File: config.mk
export PLATFORM = sky130hd
export DESIGN_NAME = ddr_tc_pattern
export DESIGN_NICKNAME = d
export VERILOG_FILES = /design/src/rtl/ddr_axi_traffic_checker_pattern.sv
export SDC_FILE = /design/constraint.sdc
export NUM_CORES = 1
export LEC_CHECK = 0
export ABC_AREA = 0
export CORE_MARGIN = 3
export CORE_UTILIZATION = 33
export DETAILED_ROUTE_END_ITERATION = 7
export GPL_TIMING_DRIVEN = 0
export PLACE_DENSITY = 0.85
export SETUP_SLACK_MARGIN = 0.5
export SLEW_MARGIN = 20
export SYNTH_ARGS = -nofsm -noshare
export SYNTH_HDL_FRONTEND = slang
export SYNTH_SLANG_ARGS = --single-unit
export TNS_END_PERCENT = 5
File: constraint.sdc
create_clock -name vclk -period 2.99
set_clock_uncertainty 0.05 [all_clocks]
set_input_delay 0.598 -clock vclk [all_inputs]
set_output_delay 0.598 -clock vclk [all_outputs]
set_load 0.05 [all_outputs]
File: src/rtl/ddr_axi_traffic_checker_pattern.sv
// ddr_tc_pattern: combinational test pattern generator.
//   i_g    - global beat index (burst*BURST_LEN + beat)
//   o_word - DATA_W-bit word; 32-bit lane k = (i_g ^ SEED) + k
module ddr_tc_pattern #(
    parameter int unsigned DATA_W = 256,
    parameter logic [31:0] SEED   = 32'hA5A5_0000
) (
    input  logic [31:0]       i_g,
    output logic [DATA_W-1:0] o_word
);

    localparam int unsigned LANES = DATA_W / 32;

    always_comb begin
        o_word = '0;
        for (int unsigned k = 0; k < LANES; k++) begin
            o_word[k*32 +: 32] = (i_g ^ SEED) + 32'(k);
        end
    end

endmodule

[Word-level counts from Yosys, hierarchy flattened]
Cells that the tools add are included.
Operators by class
  $add $sub $neg: 7
  bitwise gates (word level): 1
Operators with widths (number)
  32-bit by 3-bit adder with 32-bit output (second input constant): 4
  32-bit by 2-bit adder with 32-bit output (second input constant): 2
  32-bit by 1-bit adder with 32-bit output (second input constant): 1
  8-bit NOT: 1
Storage, ports and cells
  output and inout bits: 256
  input bits: 32
  register bits after elaboration: 0
  word-level logic and storage cells: 8

[Logic depth before layout (Yosys ltp)]
Gate-level depths: netlist of the first run.
  depth in word-level cells: 2
  gate-level depth with buffers: 8
  gate-level depth less buffers: 6

[Worst setup path before layout of the first run]
Ideal clock, no wire load.
  path kind: input-to-output
  start point: in i_g[2]
  end point: out o_word[221]
  stages: 8
  required time: 2.342 ns
  buffers on the path: 2
  data arrival time: 3.334 ns
  setup slack: -0.992 ns
  path through: clkbuf_1 > inv_1 > ha_1 > clkbuf_1 > nand3b_1 > nor3_1 > nand3_1 > xnor2_1
Between the ends
  longest elaborated chain between the ends: 1
Ends and longest elaborated chain
  start: declaration: RTL line 8  | input logic [31:0] i_g,
  32-bit by 3-bit adder with 32-bit output: RTL line 17  | o_word[k*32 +: 32] = (i_g ^ SEED) + 32'(k);
  end: declaration: RTL line 9  | output logic [DATA_W-1:0] o_word
No other way between the ends.

[Worst setup path after layout of the first run]
  start point: in i_g[25]
  end point: out o_word[190]
Same word-level chain as after synthesis.

==> flow_summary.ini, run 1 <==
[grt]
grt-ovfl-total = 0
antenna_found_initial = 0
grt_pass1_wl_um = 33550
grt_use_total = 0.3200
grt_max_degree = 11
grt_pass1_vias = 5979

[pwr]
swShare = 0.6602
p_leak_nw = 4.626
ir_drop_mv = 0.2040
p_total_mw = 1.940
p_comb_frac = 1.000
p_seq_frac = 0
p_clk_frac = 0
power.net_switching_mw = 1.281
power_density_nw_per_um2 = 195.7
p_int_uw = 659.2

[timing]
tns_ns = -0.2195
period_share = 1.035
finalMaxSlewViolations = 0
whs_ns = 1.523
worst_pin_slew_ns = 0.5578
layout_setup_ws_ns = -0.1038
slew_headroom = 0.6270
fmax_mhz = 323.2
rsz0062_at_grt = true
hold_viol_final = 0
period_minus_slack_ns = 3.094
setup_viol = 6

[yosys]
netlist-cell-type-count = 39
yosys.area.top_type_share = 0.2875
synth.area.top_cells = xnor2_1 29%, xor2_1 17%, buf_4 7.1%
synth_compound_area_frac = 0.01540
avgSynthCellArea_um2 = 6.736
syn_area_um2 = 3900
synth-adder-area-share = 0.02887
synth_nets = 620
synthMuxAreaShare = 0
post-synth-top-count-cell = xnor2_1
synthTopCellsByCount = 128 x xnor2_1, 76 x xor2_1, 63 x nand2_1
yosys.area_share.simple = 0.3619
synth_area_leader_cell = xnor2_1
synth_xor_area_frac = 0.4581
synth_cells = 579
ys_seq_area_frac = 0
yosys_warnings = 0
synth_top_family_by_area = XOR/XNOR gates

[cells_and_area]
nNetsFinal = 1007
diodes = 0
multi_input_area_um2 = 5335
stdcell_count = 1107
clock_buffers = 0
seq_area_um2 = 0
fin_util = 0.8643
stdcell_area_um2 = 9911
fillers = 587
syn_to_final_growth_pct = 154.1
design.seq.count = 0
drive_gt1_frac = 0.6639

[outcome]
violations = setup timing
status = finished with violations

[placement]
dpl.cell_count = 1005
io_buffers = 283
place_area_um2 = 7636
dp_slack_ns = -1.825
place.gp.congestion = 0.8517
hpwl_um = 15950

[critical_path]
end_kind = output pin
cp_data_arrival_time_ns = 2.45
startpoint_type = input pin
crit_fanout = 8
path_class = in -> out
worstPathRequired_ns = 2.34

[detailed_routing]
drc_errors = 0
vias_per_cell = 5.615
avgRoutedWirePerCell_um = 22.88
drt-initial-drc-count = 384
routed-via-count = 6216
routed_wl_um = 25330
drtPass1Iterations = 5
ant_nets = 0

[floorplan]
die_h_um = 114.7
initial_core_util = 0.3401
die_x_um = 114.7
die_area_um2 = 13160
core-area_um2 = 11470
rows = 39
ioPinCount = 288

[worst_hold_path]
min_path_type = in -> out

[flow_run]
drv_cap = 0
## cell usage in the layout, fill, tap and decap left out, types with 9 or more instances in the layout
cell type,instances
clkbuf_2,21
xor2_1,57
xnor2_2,36
buf_2,17
nand3_1,10
xor2_2,19
nand4_1,19
inv_1,9
nor3_4,18
xnor2_1,79
clkbuf_4,20
buf_6,96
nor2_1,30
buf_12,17
nand3_2,21
buf_4,214
xnor2_4,13
nor4_4,29
nand3b_1,9
dlymetal6s2s_1,14
clkdlybuf4s50_1,33
nand2_1,38
nand2_2,13
buf_8,14
## critical path, stage by stage
cell and delay (ns):
clkdlybuf4s18_2 0.33, and3b_2 0.33, and2_0 0.26, clkbuf_2 0.27, nand3_1 0.21, xnor2_2 0.20, buf_4 0.22
## cell families after synthesis
family          Yosys count
compound gates            9
fa+ha+maj                 9
buf+inv                  98
simple gates            259
xor+xnor                204
## layer usage
| metal | up-vias | global-route usage | part of all wire |
|---|---|---|---|
| met5 | - | 0 | 0 |
| met4 | 0 | 0.1385 | 0.059 |
| met3 | 115 | 0.05021 | 0.081 |
| li1 | 2664 | - | - |
| met1 | 3029 | 0.3698 | 0.35 |
| met2 | 408 | 0.5809 | 0.51 |
## timing repair
| item | CTS | global route |
|---|---|---|
| gates cloned | 3 | 2 |
| setup endpoints to repair | 252 | 232 |
| hold buffers | 0 | 0 |
| buffers inserted | 75 | 22 |
| pin swaps | 50 | 123 |
| resized for setup | 1281 | 524 |
| endpoints found under the hold margin | 0 | 0 |
## layout make-up
| cell class | count | share of cell area |
|---|---|---|
| Buffer | 78 | 0.08004 |
| Inverter | 20 | 0.009090 |
| Multi-Input combinational cell | 482 | 0.5383 |
| Tap cell | 143 | 0.01805 |
| Timing Repair Buffer | 384 | 0.3545 |
## power by group through the flow
| stage | logic [mW] | clock network, mW | registers [mW] |
|---|---|---|---|
| global placement | 1.68 | 0 | 0 |
| floorplan | 1.14 | 0 | 0 |
| global route | 1.99 | 0 | 0 |
| detailed placement | 1.69 | 0 | 0 |
| finish | 1.94 | 0 | 0 |
| CTS | 1.79 | 0 | 0 |
## path summary, 6_finish.rpt
path              startpoint           to  slack [ns]  depth (start not counted)
setup / recovery     i_g[25]  o_word[190]       -0.10                          7
hold / removal       i_g[16]  o_word[240]        1.52                          3
Note: power is estimated with default switching activity, not from simulation.
==> run 2, diff against run 1 <==
--- a/config.mk
+++ b/config.mk
@@ -5,9 +5,11 @@
 export SDC_FILE = /design/constraint.sdc
 export NUM_CORES = 1
 export LEC_CHECK = 0
-export ABC_AREA = 0
+export ABC_AREA = 1
+export CELL_PAD_IN_SITES_DETAIL_PLACEMENT = 0
+export CELL_PAD_IN_SITES_GLOBAL_PLACEMENT = 2
 export CORE_MARGIN = 3
-export CORE_UTILIZATION = 33
+export CORE_UTILIZATION = 16
 export DETAILED_ROUTE_END_ITERATION = 7
 export GPL_TIMING_DRIVEN = 0
 export PLACE_DENSITY = 0.85
==> run 2 against run 1 <==
Setup slack improved by 0.22 ns. Final area decreased by 1.9%. Non-clock buffer count decreased by 59. The run now ends clean. Area after synthesis increased by 20%. Critical path type unchanged.
==> flow_summary.ini, run 2 <==
[outcome]
status = completed

[yosys]
synth_nets = 899
syn_area_um2 = 4662
synth_compound_area_frac = 0.01449
synth.area.top_cells = nand2_1 29%, xor2_1 19%, nand3_1 11%
synthMuxAreaShare = 0
yosys.area.top_type_share = 0.2947
avgSynthCellArea_um2 = 5.434
synth_top_family_by_area = simple AND/OR/NAND/NOR gates
synth_area_leader_cell = nand2_1
post-synth-top-count-cell = nand2_1
synthTopCellsByCount = 366 x nand2_1, 103 x xor2_1, 99 x nand3_1
synth_xor_area_frac = 0.2010
netlist-cell-type-count = 26
synth-adder-area-share = 0.02415
yosys.area_share.simple = 0.5886
yosys_warnings = 0
synth_cells = 858
ys_seq_area_frac = 0

[detailed_routing]
drc_errors = 0
routed_wl_um = 25210
avgRoutedWirePerCell_um = 16.01
drt-initial-drc-count = 266
routed-via-count = 6333
ant_nets = 0
vias_per_cell = 4.021
drtPass1Iterations = 5

[floorplan]
ioPinCount = 288
die_x_um = 176.7
initial_core_util = 0.1651
core-area_um2 = 28240
die_h_um = 176.7
die_area_um2 = 31220
rows = 61

[pwr]
p_total_mw = 1.798
swShare = 0.6933
p_seq_frac = 0
power_density_nw_per_um2 = 184.9
p_leak_nw = 4.530
p_int_uw = 551.6
power.net_switching_mw = 1.247
p_comb_frac = 1.000
ir_drop_mv = 0.1120
p_clk_frac = 0

[grt]
grt-ovfl-total = 0
grt_use_total = 0.1525
grt_pass1_wl_um = 37560
grt_max_degree = 13
antenna_found_initial = 0
grt_pass1_vias = 6215

[cells_and_area]
stdcell_count = 1575
fillers = 3057
final_common_cell = nand2_1
final_cell_mix = 298 x nand2_1, 161 x buf_4, 94 x nand3_1, 68 x buf_2, 59 x nor2_4
design.seq.count = 0
syn_to_final_growth_pct = 108.6
diodes = 0
nNetsFinal = 1240
drive_gt1_frac = 0.4954
stdcell_area_um2 = 9724
clock_buffers = 0
seq_area_um2 = 0

[worst_hold_path]
hold_path_end = o_word[76]
hold_path_depth = 3
min_path_type = in -> out
min_from = i_g[12]

[timing]
worst_pin_slew_ns = 0.5589
rsz0062_at_grt = true
layout_setup_ws_ns = 0.1152
period_minus_slack_ns = 2.875
finalMaxSlewViolations = 0
hold_viol_final = 0
slew_headroom = 0.6262
fmax_mhz = 347.9
tns_ns = 0
period_share = 0.9615
setup_viol = 0

[flow_run]
drv_cap = 0

[placement]
dpl.cell_count = 1501
hpwl_um = 20760
place_area_um2 = 8620
io_buffers = 265
dp_slack_ns = -1.981
place.gp.congestion = 0.7951

[critical_path]
path_class = in -> out
end_kind = output pin
crit_chain = buf_16 > clkinvlp_4 > buf_4 > buf_6 > ha_4 > clkdlybuf4s50_1
startpoint_type = input pin
cpPeakStageDelay_ns = 0.80
crit_fanout = 6
slowest_stage = clkdlybuf4s50_1
worstPathRequired_ns = 2.34
cp_data_arrival_time_ns = 2.23
run 2: cell families after synthesis:
group,count (synthesis)
adder cells (fa/ha/maj),9
AO/OA/AOI/OAI,9
XOR/XNOR,107
buffers and inverters,142
AND/OR/NAND/NOR,591
run 2: worst max-delay path, delay by kind of cell:
family     cells  cell delay (ns)
buf+inv        5             1.36
fa+ha+maj      1             0.27
run 2: cell type report:
type / instances / area [um2] / area share
plain buffers: 65 / 685.7 / 0.07051
repair buffers: 338 / 2922 / 0.3004
well taps: 378 / 473.0 / 0.04864
inverters: 77 / 369.1 / 0.03796
multi-input cells: 717 / 5275 / 0.5425
run 2: layer usage:
| layer | up-vias | track usage | wire (um) |
|---|---|---|---|
| li1 | 3210 | - | - |
| met4 | 0 | 0.01768 | 266 |
| met3 | 12 | 0.02424 | 1595 |
| met1 | 2920 | 0.2009 | 10940 |
| met5 | - | 0 | 0 |
| met2 | 191 | 0.2706 | 12410 |
run 2: metrics by stage:
stage,hold slack [ns],util
finish,1.508,0.3444
global placement,1.939,0.3052
floorplan,1.265,-
detailed placement,1.939,0.3052
CTS,1.542,0.3229
global route,1.528,0.3444
run 2: power groups by stage:
stage          clock, mW  sequential, mW  combinational [mW]
2_1_floorplan          0               0                1.16
3_3_place_gp           0               0                1.72
3_5_place_dp           0               0                1.72
4_1_cts                0               0                1.74
5_1_grt                0               0                1.88
6_report               0               0                1.80
run 2: how the worst max path moves through the flow:
stage	to	slack (ns)	start
after detailed placement	o_word[211]	-1.98	i_g[2]
after global routing	o_word[74]	0.07	i_g[2]
after CTS	o_word[124]	0.14	i_g[2]
after floorplan	o_word[74]	0.11	i_g[2]
final	o_word[66]	0.12	i_g[2]
after global placement	o_word[211]	-2.04	i_g[2]
run 2: timing repair:
item,4_1_cts,5_1_grt
pin swaps,44,24
gates cloned,2,1
hold buffers,0,0
setup buffers,46,25
gates resized for setup,1194,105
setup endpoints to repair,235,222
==> run 3, diff against run 2 <==
--- a/config.mk
+++ b/config.mk
@@ -8,11 +8,12 @@
 export ABC_AREA = 1
 export CELL_PAD_IN_SITES_DETAIL_PLACEMENT = 0
 export CELL_PAD_IN_SITES_GLOBAL_PLACEMENT = 2
-export CORE_MARGIN = 3
-export CORE_UTILIZATION = 16
+export CORE_ASPECT_RATIO = 1.75
+export CORE_MARGIN = 1
+export CORE_UTILIZATION = 17
 export DETAILED_ROUTE_END_ITERATION = 7
 export GPL_TIMING_DRIVEN = 0
-export PLACE_DENSITY = 0.85
+export PLACE_DENSITY = 0.86
 export SETUP_SLACK_MARGIN = 0.5
 export SLEW_MARGIN = 20
 export SYNTH_ARGS = -nofsm -noshare
==> constraint.sdc (replaced) <==
create_clock -name vclk -period 2.9
set_clock_uncertainty 0.05 [all_clocks]
set_input_delay 0.58 -clock vclk [all_inputs]
set_output_delay 0.58 -clock vclk [all_outputs]
set_load 0.05 [all_outputs]
==> run 3 against run 2 <==
Flip-flop and latch count did not move. Core utilization rose by 3.3 points. Highest routed layer unchanged. Final area rose by 3.9%. Wire length rose by 3.1%. Sequential share of layout area did not move. Combinational power rose by 4%. Total power rose by 4.6%.
==> flow_summary.ini, run 3 (synthesis results as in run 2) <==
[pwr]
p_int_uw = 574.0
p_leak_nw = 4.524
swShare = 0.6948
ir_drop_mv = 0.1049
p_comb_frac = 1.000
p_total_mw = 1.881
power.net_switching_mw = 1.307
p_seq_frac = 0
p_clk_frac = 0
power_density_nw_per_um2 = 186.0

[detailed_routing]
drc_errors = 0
avgRoutedWirePerCell_um = 16.72
ant_nets = 0
vias_per_cell = 4.152
routed-via-count = 6456
drt-initial-drc-count = 190
drtPass1Iterations = 4
routed_wl_um = 26000

[critical_path]
crit_start = i_g[2]
crit_fanout = 6
end_kind = output pin
startpoint_type = input pin
cp_data_arrival_time_ns = 2.13
worstPathRequired_ns = 2.27
path_class = in -> out

[floorplan]
die_area_um2 = 28120
ioPinCount = 288
rows = 79
initial_core_util = 0.1740
core-area_um2 = 26790
die_h_um = 221.1
die_x_um = 127.2

[timing]
slew_headroom = 0.6405
fmax_mhz = 361.7
worst_pin_slew_ns = 0.5376
period_share = 0.9534
setup_viol = 0
rsz0062_at_grt = true
period_minus_slack_ns = 2.765
finalMaxSlewViolations = 0
layout_setup_ws_ns = 0.1352
hold_viol_final = 0

[grt]
grt_pass1_vias = 6221
grt_use_total = 0.1805
grt-ovfl-total = 0
antenna_found_initial = 0
grt_pass1_wl_um = 38930
grt_max_degree = 13

[placement]
hpwl_um = 21400
place.gp.congestion = 0.8182
dpl.cell_count = 1487
place_area_um2 = 9005
io_buffers = 265
dp_slack_ns = -2.059

[cells_and_area]
drive_gt1_frac = 0.5273
final_common_cell = nand2_1
syn_to_final_growth_pct = 116.8
stdcell_count = 1555
nNetsFinal = 1234
clock_buffers = 0
design.seq.count = 0
diodes = 0
final_cell_mix = 290 x nand2_1, 158 x buf_4, 96 x nand3_1, 71 x nor2_4, 59 x xor2_2
stdcell_area_um2 = 10110
seq_area_um2 = 0

[clock_network]
cts_hold_buf = 0

[worst_hold_path]
min_path_type = in -> out
min_from = i_g[18]

[flow_run]
drv_cap = 0

[outcome]
status = completed
run 3: changes by cell type in the layout (fill, tap and decap cells not counted), sizes merged, moves of 2 or more:
cell           previous run  this run
clkinvlp                  6         8
clkdlybuf4s15            27        32
clkbuf                    2        21
clkinv                    7         3
clkdlybuf4s18             2         0
buf                     302       272
run 3: per-stage QoR:
stage | TNS (ns) | hold WS [ns] | utilization
5_1_grt | 0 | 1.495 | 0.3774
3_5_place_dp | -338.65 | 1.900 | 0.3362
2_1_floorplan | 0 | 1.201 | -
3_3_place_gp | -334.47 | 1.899 | 0.3362
6_report | 0 | 1.477 | 0.3774
4_1_cts | 0 | 1.477 | 0.3586
run 3: repair_timing:
action	CTS	global route
setup buffers	54	9
resized for setup	1154	124
endpoints found under the setup margin	235	227
endpoints found under the hold margin	0	0
pin swaps	33	43
gates cloned	3	2
run 3: final timing paths:
kind | to | cells after the start | slack, ns
setup / recovery | o_word[228] | 9 | 0.14
hold / removal | o_word[114] | 3 | 1.48
run 3: routing by layer:
metal / track usage / vias up / wire (um)
met3: 0.01813 / 25 / 1054
li1: - / 3176 / -
met5: 0 / - / 0
met4: 0.02803 / 0 / 523
met2: 0.3811 / 197 / 15370
met1: 0.1862 / 3058 / 9053
run 3: final cells by class:
cell class | count | area (um2)
plain buffers | 65 | 589.3
fillers | 2859 | 16680
inverters | 77 | 371.6
multi-input cells | 719 | 5739
well taps | 364 | 455.4
repair buffers | 330 | 2953
run 3: power by group through the flow:
stage                     Combinational, mW  Clock [mW]  Sequential (mW)
after detailed placement               1.80           0                0
after CTS                              1.83           0                0
after global routing                   1.96           0                0
final                                  1.88           0                0
after global placement                 1.81           0                0
after floorplan                        1.24           0                0
run 3: worst max-delay path, cell delays in order:
cell and delay (ns):
buf_16 0.12, clkinvlp_4 0.08, buf_6 0.11, ha_4 0.18, inv_4 0.05, o21ai_4 0.21, buf_12 0.14, xor2_2 0.12
dlygate4sd2_1 0.53
